### config.mk
export PLATFORM = sky130hd
export DESIGN_NAME = exibidor_contador_7seg
export DESIGN_NICKNAME = d
export VERILOG_FILES = /design/src/rtl/exibidor_contador_7seg_pkg.sv /design/src/rtl/exibidor_contador_7seg_decod.sv /design/src/rtl/exibidor_contador_7seg.sv
export SDC_FILE = /design/constraint.sdc
export NUM_CORES = 1
export LEC_CHECK = 0
export ABC_AREA = 1
export CAP_MARGIN = 20
export CELL_PAD_IN_SITES_DETAIL_PLACEMENT = 1
export CELL_PAD_IN_SITES_GLOBAL_PLACEMENT = 1
export CORE_MARGIN = 3
export CORE_UTILIZATION = 35
export DETAILED_ROUTE_END_ITERATION = 6
export GPL_TIMING_DRIVEN = 0
export PLACE_DENSITY = 0.75
export SETUP_SLACK_MARGIN = 0.02
export SLEW_MARGIN = 20
export SYNTH_ARGS = -nofsm -noshare
export SYNTH_HDL_FRONTEND = slang
export SYNTH_HIERARCHICAL = 1
export SYNTH_SLANG_ARGS = --single-unit
### constraint.sdc
create_clock -name clk -period 2.35 [get_ports clk]
set_clock_uncertainty 0.2 [all_clocks]
set_input_delay 0.705 -clock clk [delete_from_list [all_inputs] [get_ports clk]]
set_output_delay 0.705 -clock clk [all_outputs]
set_load 0.005 [all_outputs]
### src/rtl/exibidor_contador_7seg_pkg.sv
// Shared constants for the two-digit 7-segment count display.
// Segment patterns are active-low, bit order {g,f,e,d,c,b,a}.
package exibidor_contador_7seg_pkg;

   localparam logic [6:0] SEG_0     = 7'b1000000;
   localparam logic [6:0] SEG_1     = 7'b1111001;
   localparam logic [6:0] SEG_2     = 7'b0100100;
   localparam logic [6:0] SEG_3     = 7'b0110000;
   localparam logic [6:0] SEG_4     = 7'b0011001;
   localparam logic [6:0] SEG_5     = 7'b0010010;
   localparam logic [6:0] SEG_6     = 7'b0000010;
   localparam logic [6:0] SEG_7     = 7'b1111000;
   localparam logic [6:0] SEG_8     = 7'b0000000;
   localparam logic [6:0] SEG_9     = 7'b0010000;
   localparam logic [6:0] SEG_BLANK = 7'b1111111;
   localparam logic [6:0] SEG_DASH  = 7'b0111111;

   localparam logic [1:0] AN_UNITS  = 2'b10;
   localparam logic [1:0] AN_TENS   = 2'b01;
   localparam logic [1:0] AN_NONE   = 2'b11;

endpackage

### src/rtl/exibidor_contador_7seg_decod.sv
// Combinational BCD to active-low 7-segment pattern; non-BCD codes show a dash.
module decodificador_7seg
   import exibidor_contador_7seg_pkg::*;
(
   input  logic [3:0] i_bcd,
   output logic [6:0] o_seg
);

   always_comb begin
      o_seg = SEG_DASH;
      case (i_bcd)
         4'd0:    o_seg = SEG_0;
         4'd1:    o_seg = SEG_1;
         4'd2:    o_seg = SEG_2;
         4'd3:    o_seg = SEG_3;
         4'd4:    o_seg = SEG_4;
         4'd5:    o_seg = SEG_5;
         4'd6:    o_seg = SEG_6;
         4'd7:    o_seg = SEG_7;
         4'd8:    o_seg = SEG_8;
         4'd9:    o_seg = SEG_9;
         default: o_seg = SEG_DASH;
      endcase
   end

endmodule

### src/rtl/exibidor_contador_7seg.sv
// Captures the upstream count, splits it into tens/units and drives a
// two-digit multiplexed common-anode display with wrap and range flags.
module exibidor_contador_7seg
   import exibidor_contador_7seg_pkg::*;
#(
   parameter int REFRESH_DIV = 50000,
   parameter int MAX_COUNT   = 13
)(
   input  logic       clk,
   input  logic       rst_n,
   input  logic [3:0] count_in,
   input  logic       hold,
   output logic [6:0] seg,
   output logic [1:0] an,
   output logic       dp,
   output logic       wrap_pulse,
   output logic       err
);

   localparam int             RW       = (REFRESH_DIV > 1) ? $clog2(REFRESH_DIV) : 1;
   localparam logic [RW-1:0]  REF_LAST = RW'(REFRESH_DIV - 1);
   localparam logic [3:0]     MAX_C    = 4'(MAX_COUNT);

   logic [3:0]    r_cap, r_prev;
   logic [RW-1:0] r_refresh_cnt;
   logic          r_sel;
   logic [6:0]    r_seg;
   logic [1:0]    r_an;
   logic          r_dp, r_wrap, r_err;

   logic          w_over, w_tens;
   logic [3:0]    w_units, w_digit;
   logic [6:0]    w_dec, w_seg_nxt;
   logic [1:0]    w_an_nxt;
   logic          w_dp_nxt;

   assign w_over  = (r_cap > MAX_C);
   assign w_tens  = (r_cap >= 4'd10);
   assign w_units = w_tens ? (r_cap - 4'd10) : r_cap;
   assign w_digit = r_sel ? {3'b000, w_tens} : w_units;

   decodificador_7seg u_dec (
      .i_bcd (w_digit),
      .o_seg (w_dec)
   );

   // Blank only the segments of a leading zero; the anode stays driven so the
   // duty cycle per digit is constant. Out-of-range overrides both digits.
   always_comb begin
      w_seg_nxt = w_dec;
      w_an_nxt  = AN_UNITS;
      w_dp_nxt  = ~hold;
      if (r_sel) begin
         w_an_nxt = AN_TENS;
         w_dp_nxt = 1'b1;
         if (!w_tens) w_seg_nxt = SEG_BLANK;
      end
      if (w_over) w_seg_nxt = SEG_DASH;
   end

   always_ff @(posedge clk or negedge rst_n) begin
      if (!rst_n) begin
         r_cap  <= '0;
         r_prev <= '0;
         r_wrap <= 1'b0;
         r_err  <= 1'b0;
      end else begin
         if (!hold) r_cap <= count_in;
         r_prev <= r_cap;
         r_wrap <= (r_prev == MAX_C) && (r_cap == 4'd0);
         r_err  <= w_over;
      end
   end

   always_ff @(posedge clk or negedge rst_n) begin
      if (!rst_n) begin
         r_refresh_cnt <= '0;
         r_sel         <= 1'b0;
      end else if (r_refresh_cnt == REF_LAST) begin
         r_refresh_cnt <= '0;
         r_sel         <= ~r_sel;
      end else begin
         r_refresh_cnt <= r_refresh_cnt + 1'b1;
      end
   end

   // an and seg share one register stage so digits never ghost.
   always_ff @(posedge clk or negedge rst_n) begin
      if (!rst_n) begin
         r_seg <= SEG_BLANK;
         r_an  <= AN_NONE;
         r_dp  <= 1'b1;
      end else begin
         r_seg <= w_seg_nxt;
         r_an  <= w_an_nxt;
         r_dp  <= w_dp_nxt;
      end
   end

   assign seg        = r_seg;
   assign an         = r_an;
   assign dp         = r_dp;
   assign wrap_pulse = r_wrap;
   assign err        = r_err;

endmodule

=== Word-level counts from Yosys, hierarchy flattened ===
Memories as Yosys holds them, arrays and structs flattened.
Cells that the tools add are included.

* Bits in registers: 37
* ROM bits: 112
* Bits of input ports: 7
* Output and inout port bits: 12
* Word-level logic and storage cells: 28
* Memories: 1

{| class="wikitable"
|+ Memory list
! memory !! words !! bits a word !! rd ports !! clocked after memory_dff !! write ports !! line !! source
|-
| (no name shown) || 16 || 7 || 1 || 0 || 0 || exibidor_contador_7seg_decod.sv:11 || <nowiki>case (i_bcd)</nowiki>
|}

* Add/subtract/negate cells: 2
* Order comparisons: 2
* Equal/unequal tests: 2
* Multiplexer cells: 8
* Bitwise operators: 2
* Reductions and logical operators: 2

{| class="wikitable"
|+ Operator list
! cell !! number
|-
| 7-bit 2-to-1 mux || 3
|-
| 16-bit by 1-bit adder with 16-bit output (second input constant) || 1
|-
| 16-bit == test (second input constant) || 1
|-
| 16-bit 2-to-1 mux || 1
|-
| 4-bit 2-to-1 mux || 2
|-
| 4-bit == test (second input constant) || 1
|-
| 4-bit >= comparator (second input constant) || 1
|-
| 4-bit greater-than comparator (second input constant) || 1
|-
| 4-bit zero test || 1
|-
| 4-bit subtractor (second input constant) || 1
|-
| 2-bit 2-to-1 mux || 1
|-
| 1-bit NOT || 2
|-
| 1-bit logical AND || 1
|-
| 1-bit 2-to-1 mux || 1
|}

=== Longest topological paths before layout ===
An unclocked memory read counts as a cell.

* Depth after elaboration: 7
* Gate-level depth with buffers: 12
* Mapped depth without buffers: 12

=== Modules after synthesis ===
The synthesis kept the hierarchy.

{| class="wikitable"
|+ By module, submodules not included
! module !! times used !! cells an instance !! area each (sq um) !! seq. area each (sq um)
|-
| exibidor_contador_7seg || 1 || 183 || 1614.0 || 938.4
|-
| decodificador_7seg || 1 || 35 || 186.4 || 0.0
|}

=== Worst setup path after synthesis ===
OpenSTA, ideal clock, no wires.

* Kind: reg2reg
* Start: register r_cap[2]
* End: register r_seg[3], in the netlist seg[3]
* Library setup time: 0.079 ns
* Data arrival time: 1.827 ns
* Required time: 2.071 ns
* Slack: 0.244 ns
* Stages on the path, launching flop included: 9
* Path buffers: 0
* Clock period less this slack: 2.106 ns
* Path through: dfrtp_1 -> inv_1 -> ha_1 -> a221oi_1 -> nand2_1 -> nand3_1 -> nand2_1 -> nor2_1 -> nand2_1

* Cells in the longest elaborated chain, start to end: 7
* Elaborated cells on any way between the ends: 9
* Classes of those cells: add/sub: 1; order compare: 2; mux: 5; memory: 1

{| class="wikitable"
|+ RTL lines
! element !! line !! source
|-
| start: declaration || exibidor_contador_7seg.sv:24 || <nowiki>logic [3:0] r_cap, r_prev;</nowiki>
|-
| start signal: assignment || exibidor_contador_7seg.sv:68 || <nowiki>if (!hold) r_cap <= count_in;</nowiki>
|-
| 4-bit subtractor or 4-bit >= comparator (tied branches) || exibidor_contador_7seg.sv:39, exibidor_contador_7seg.sv:38 ||
|-
| 4-bit 2-to-1 mux (*) || exibidor_contador_7seg.sv:39 || <nowiki>assign w_units = w_tens ? (r_cap - 4'd10) : r_cap;</nowiki>
|-
| 4-bit 2-to-1 mux (*) || exibidor_contador_7seg.sv:40 || <nowiki>assign w_digit = r_sel ? {3'b000, w_tens} : w_units;</nowiki>
|-
| net w_digit[2] || exibidor_contador_7seg.sv:32 || <nowiki>logic [3:0] w_units, w_digit;</nowiki>
|-
| memory read 16 x 7 bit (*) || - ||
|-
| net w_dec[3] || exibidor_contador_7seg.sv:33 || <nowiki>logic [6:0] w_dec, w_seg_nxt;</nowiki>
|-
| 7-bit 2-to-1 mux || exibidor_contador_7seg.sv:56 || <nowiki>if (!w_tens) w_seg_nxt = SEG_BLANK;</nowiki>
|-
| 7-bit 2-to-1 mux (*) || exibidor_contador_7seg.sv:53 || <nowiki>if (r_sel) begin</nowiki>
|-
| 7-bit 2-to-1 mux (*) || exibidor_contador_7seg.sv:58 || <nowiki>if (w_over) w_seg_nxt = SEG_DASH;</nowiki>
|-
| net w_seg_nxt[3] || exibidor_contador_7seg.sv:33 ||
|-
| end signal: assignment || exibidor_contador_7seg.sv:94 || <nowiki>r_seg <= w_seg_nxt;</nowiki>
|-
| end: declaration || exibidor_contador_7seg.sv:27 || <nowiki>logic [6:0] r_seg;</nowiki>
|}

Mark *: on every way through the listed nets, which the timed path passes. The rest lies on a longest branch.
A chain may end at the register's enable or synchronous reset.

=== Final worst setup path ===
* Start: register r_seg[6], in the netlist seg[6]
* End: output seg[6]

{| class="wikitable"
|+ RTL lines
! element !! line !! source
|-
| end: declaration || exibidor_contador_7seg.sv:13 || <nowiki>output logic [6:0] seg,</nowiki>
|}

No word-level cell between the ends.

==> qor.yml <==
run_status:
  outcome: "completed"
synth:
  synthFlopType: "dfrtp_1"
  synth_cells: 218
  yosysTopAreaCell: "dfrtp_1"
  avgSynthCellArea_um2: 8.26
  async_flop_share_pct: 100
  yosys_register_bits: 37
  synth.top_cell.area_share_pct: 37.5
  syn_nets: 232
  synth_warnings: 6
  netlist_area_um2: 1800
  synth_cell_type_count: 24
  netlist_top_cells_area: "dfrtp_1 38%, dfstp_2 15%, nand2_1 11%"
  synth_edf_count: 0
  ys_seq_area_share_pct: 52.1
floorplan:
  initial_utilization_pct: 37.1
  die_h_um: 77.7
  die_w_um: 77.7
  core_area_um2: 4850
  die-area_um2: 6040
  core.rowCount: 25
  io-pin-count: 19
sta:
  period_needed_ns: 2.21
  hold_viol: 0
  worst_pin_slew_ns: 0.391
  slew_headroom_pct: 73.7
  setup_violations: 0
  min_period_over_period_pct: 94.1
  drv_slew: 0
  max_freq_mhz: 452
cts:
  clkSinkCount: 37
  root_buffer: "clkbuf_8"
  cts.clk_slew.worst_paths_ns: 0.08
  h-tree-depth: 2
  hold_buffers: 0
  cts_buffers: 5
  clk_latency_ns: 0.29
  cts_tree: "built"
  clock_path_buffers: 2
place:
  dpl.hpwl_um: 2840
  place_inst: 303
  place.gp.congestion: 0.827
  portBuffers: 17
  place_area_um2: 2080
detailed_routing:
  post_drt_wl_per_cell_um: 12.2
  first_pass_iters: 2
  drt-vias-per-instance: 4.61
  top_layer_used: "met4"
  routed-wl-met2_um: 1930
  first_iter_violations: 28
  drc: 0
  antenna_left: 0
  met1_length_um: 1730
  finalWirelength_um: 3800
  num_vias: 1437
  dr_wl_met3_um: 75
global_route:
  grtUsageTotal_pct: 14.4
  antenna_found_initial: 0
  overflow: 0
  grt_pass1_wl_um: 6840
  grt_pass1_vias: 1558
  grt_max_degree: 24
power_and_ir_drop:
  irDropWorstVdd_mv: 0.326
  switching_share_pct: 26.0
  power.clock.fraction_pct: 32.3
  cell_internal_pwr_mw: 1.07
  leakagePower_nw: 1.07
  p_per_area_nw_per_um2: 651
  combPwrFrac_pct: 17.7
  pwr-share-seq_pct: 50.0
  switchingPower_mw: 0.375
setup_path:
  crit_slowest_cell: "dfstp_2"
  worst_setup_path_start_kind: "flop"
  worstPathCellList: "clkdlybuf4s50_1"
  required_ns: 1.44
  r2r_end: "seg[5]"
  reg2reg_depth: 8
  crit_fanout: 1
  crit_buf_inv: 1
  arrival_ns: 1.31
  r2r-start: "r_cap[2]"
  cpPeakStageDelay_ns: 0.53
  crit_type: "reg -> out"
  ff2ff_setup_slack_ns: 0.21
  crit_family: "flip-flops"
  crit_path_end_kind: "output pin"
finish:
  post-route-cell-area_um2: 2210
  syn_to_final_growth_pct: 23.0
  mostFrequentLayoutCells: "53 x nand2_1, 46 x nor2_1, 28 x inv_1"
  layoutNonFillerInstCount: 312
  layout_commonest_cell: "nand2_1"
  antenna_cells: 0
  drive_gt1_share_pct: 13.1
  nets: 258
job:
  max_cap_viol_count: 0
worst_hold_path:
  hold_path_class: "in -> async"
[what timing repair did]
item	4_1_cts	5_1_grt
gates resized for setup	2	5
endpoints found under the setup margin	7	7
setup buffers	0	1
pin swaps	0	1
endpoints found under the hold margin	0	0
[per-layer routing]
| metal | GRT usage, % | vias to the layer above |
|---|---|---|
| li1 | - | 720 |
| met1 | 16.9 | 698 |
| met2 | 24.7 | 13 |
| met3 | 3.13 | 6 |
| met4 | 6.94 | 0 |
| met5 | 0 | - |
[metrics by stage]
stage	TNS [ns]	setup slack (ns)	total power [mW]	hold WS [ns]	utilization, %
3_3_place_gp	-14.27	-0.474	0.963	0.158	42.4
5_1_grt	-0.0109	-0.0109	1.53	0.133	45.7
2_1_floorplan	0	0.244	0.852	0.154	-
3_5_place_dp	-0.399	-0.108	0.972	0.165	42.8
6_report	0	0.138	1.44	0.127	45.7
4_1_cts	0	0.114	1.45	0.127	45.0
[layout make-up]
type,count,area [um2]
fill,596,2630
sequential,37,938
multi-input combinational,151,783
timing repair buffer,19,200
inverter,29,109
tap,67,83.8
clock buffer,6,82.6
clock inverter,2,13.8
buffer,1,3.75
[flip-flops by register name (all words and copies together), names as in the netlist]
name	cells
r_prev	4
r_refresh_cnt	16
seg	7
wrap_pulse	1
err	1
an	2
r_sel	1
r_cap	4
dp	1
[worst max-delay path by stage]
stage	from	end	slack (ns)	cells after the start
after global routing	r_cap[2]	seg[3]	-0.01	8
after CTS	seg[6]	seg[6]	0.11	1
final	seg[6]	seg[6]	0.14	1
after global placement	rst_n	r_cap[3]	-0.47	1
after floorplan	r_cap[2]	seg[3]	0.24	8
after detailed placement	r_cap[2]	seg[5]	-0.11	8
[cells by family after synthesis]
group | share of synthesized area, %
AND/OR/NAND/NOR | 28.2
buffers and inverters | 6.25
AO/OA/AOI/OAI | 3.54
flip-flops | 52.1
adder cells (fa/ha/maj) | 4.86
multiplexers | 0.625
XOR/XNOR | 4.38
[power by group through the flow]
stage                     clock (mW)  sequential [mW]  combinational (mW)
after floorplan                    0            0.734               0.118
after global placement             0            0.730               0.233
after detailed placement           0            0.732               0.241
after CTS                      0.484            0.720               0.245
after global routing           0.509            0.727               0.296
final                          0.466            0.720               0.255
[cells in the mapped netlist (2+ instances only)]
cell and number:
nor2_1 49, ha_1 7, nor3_1 2, nand4_1 2, xor2_1 9, a21oi_1 5, inv_1 28, o21ai_1 2
dfrtp_1 27, dfstp_2 10, nand2_1 53, nand3_1 12
Power figures use the tool's default switching activity.
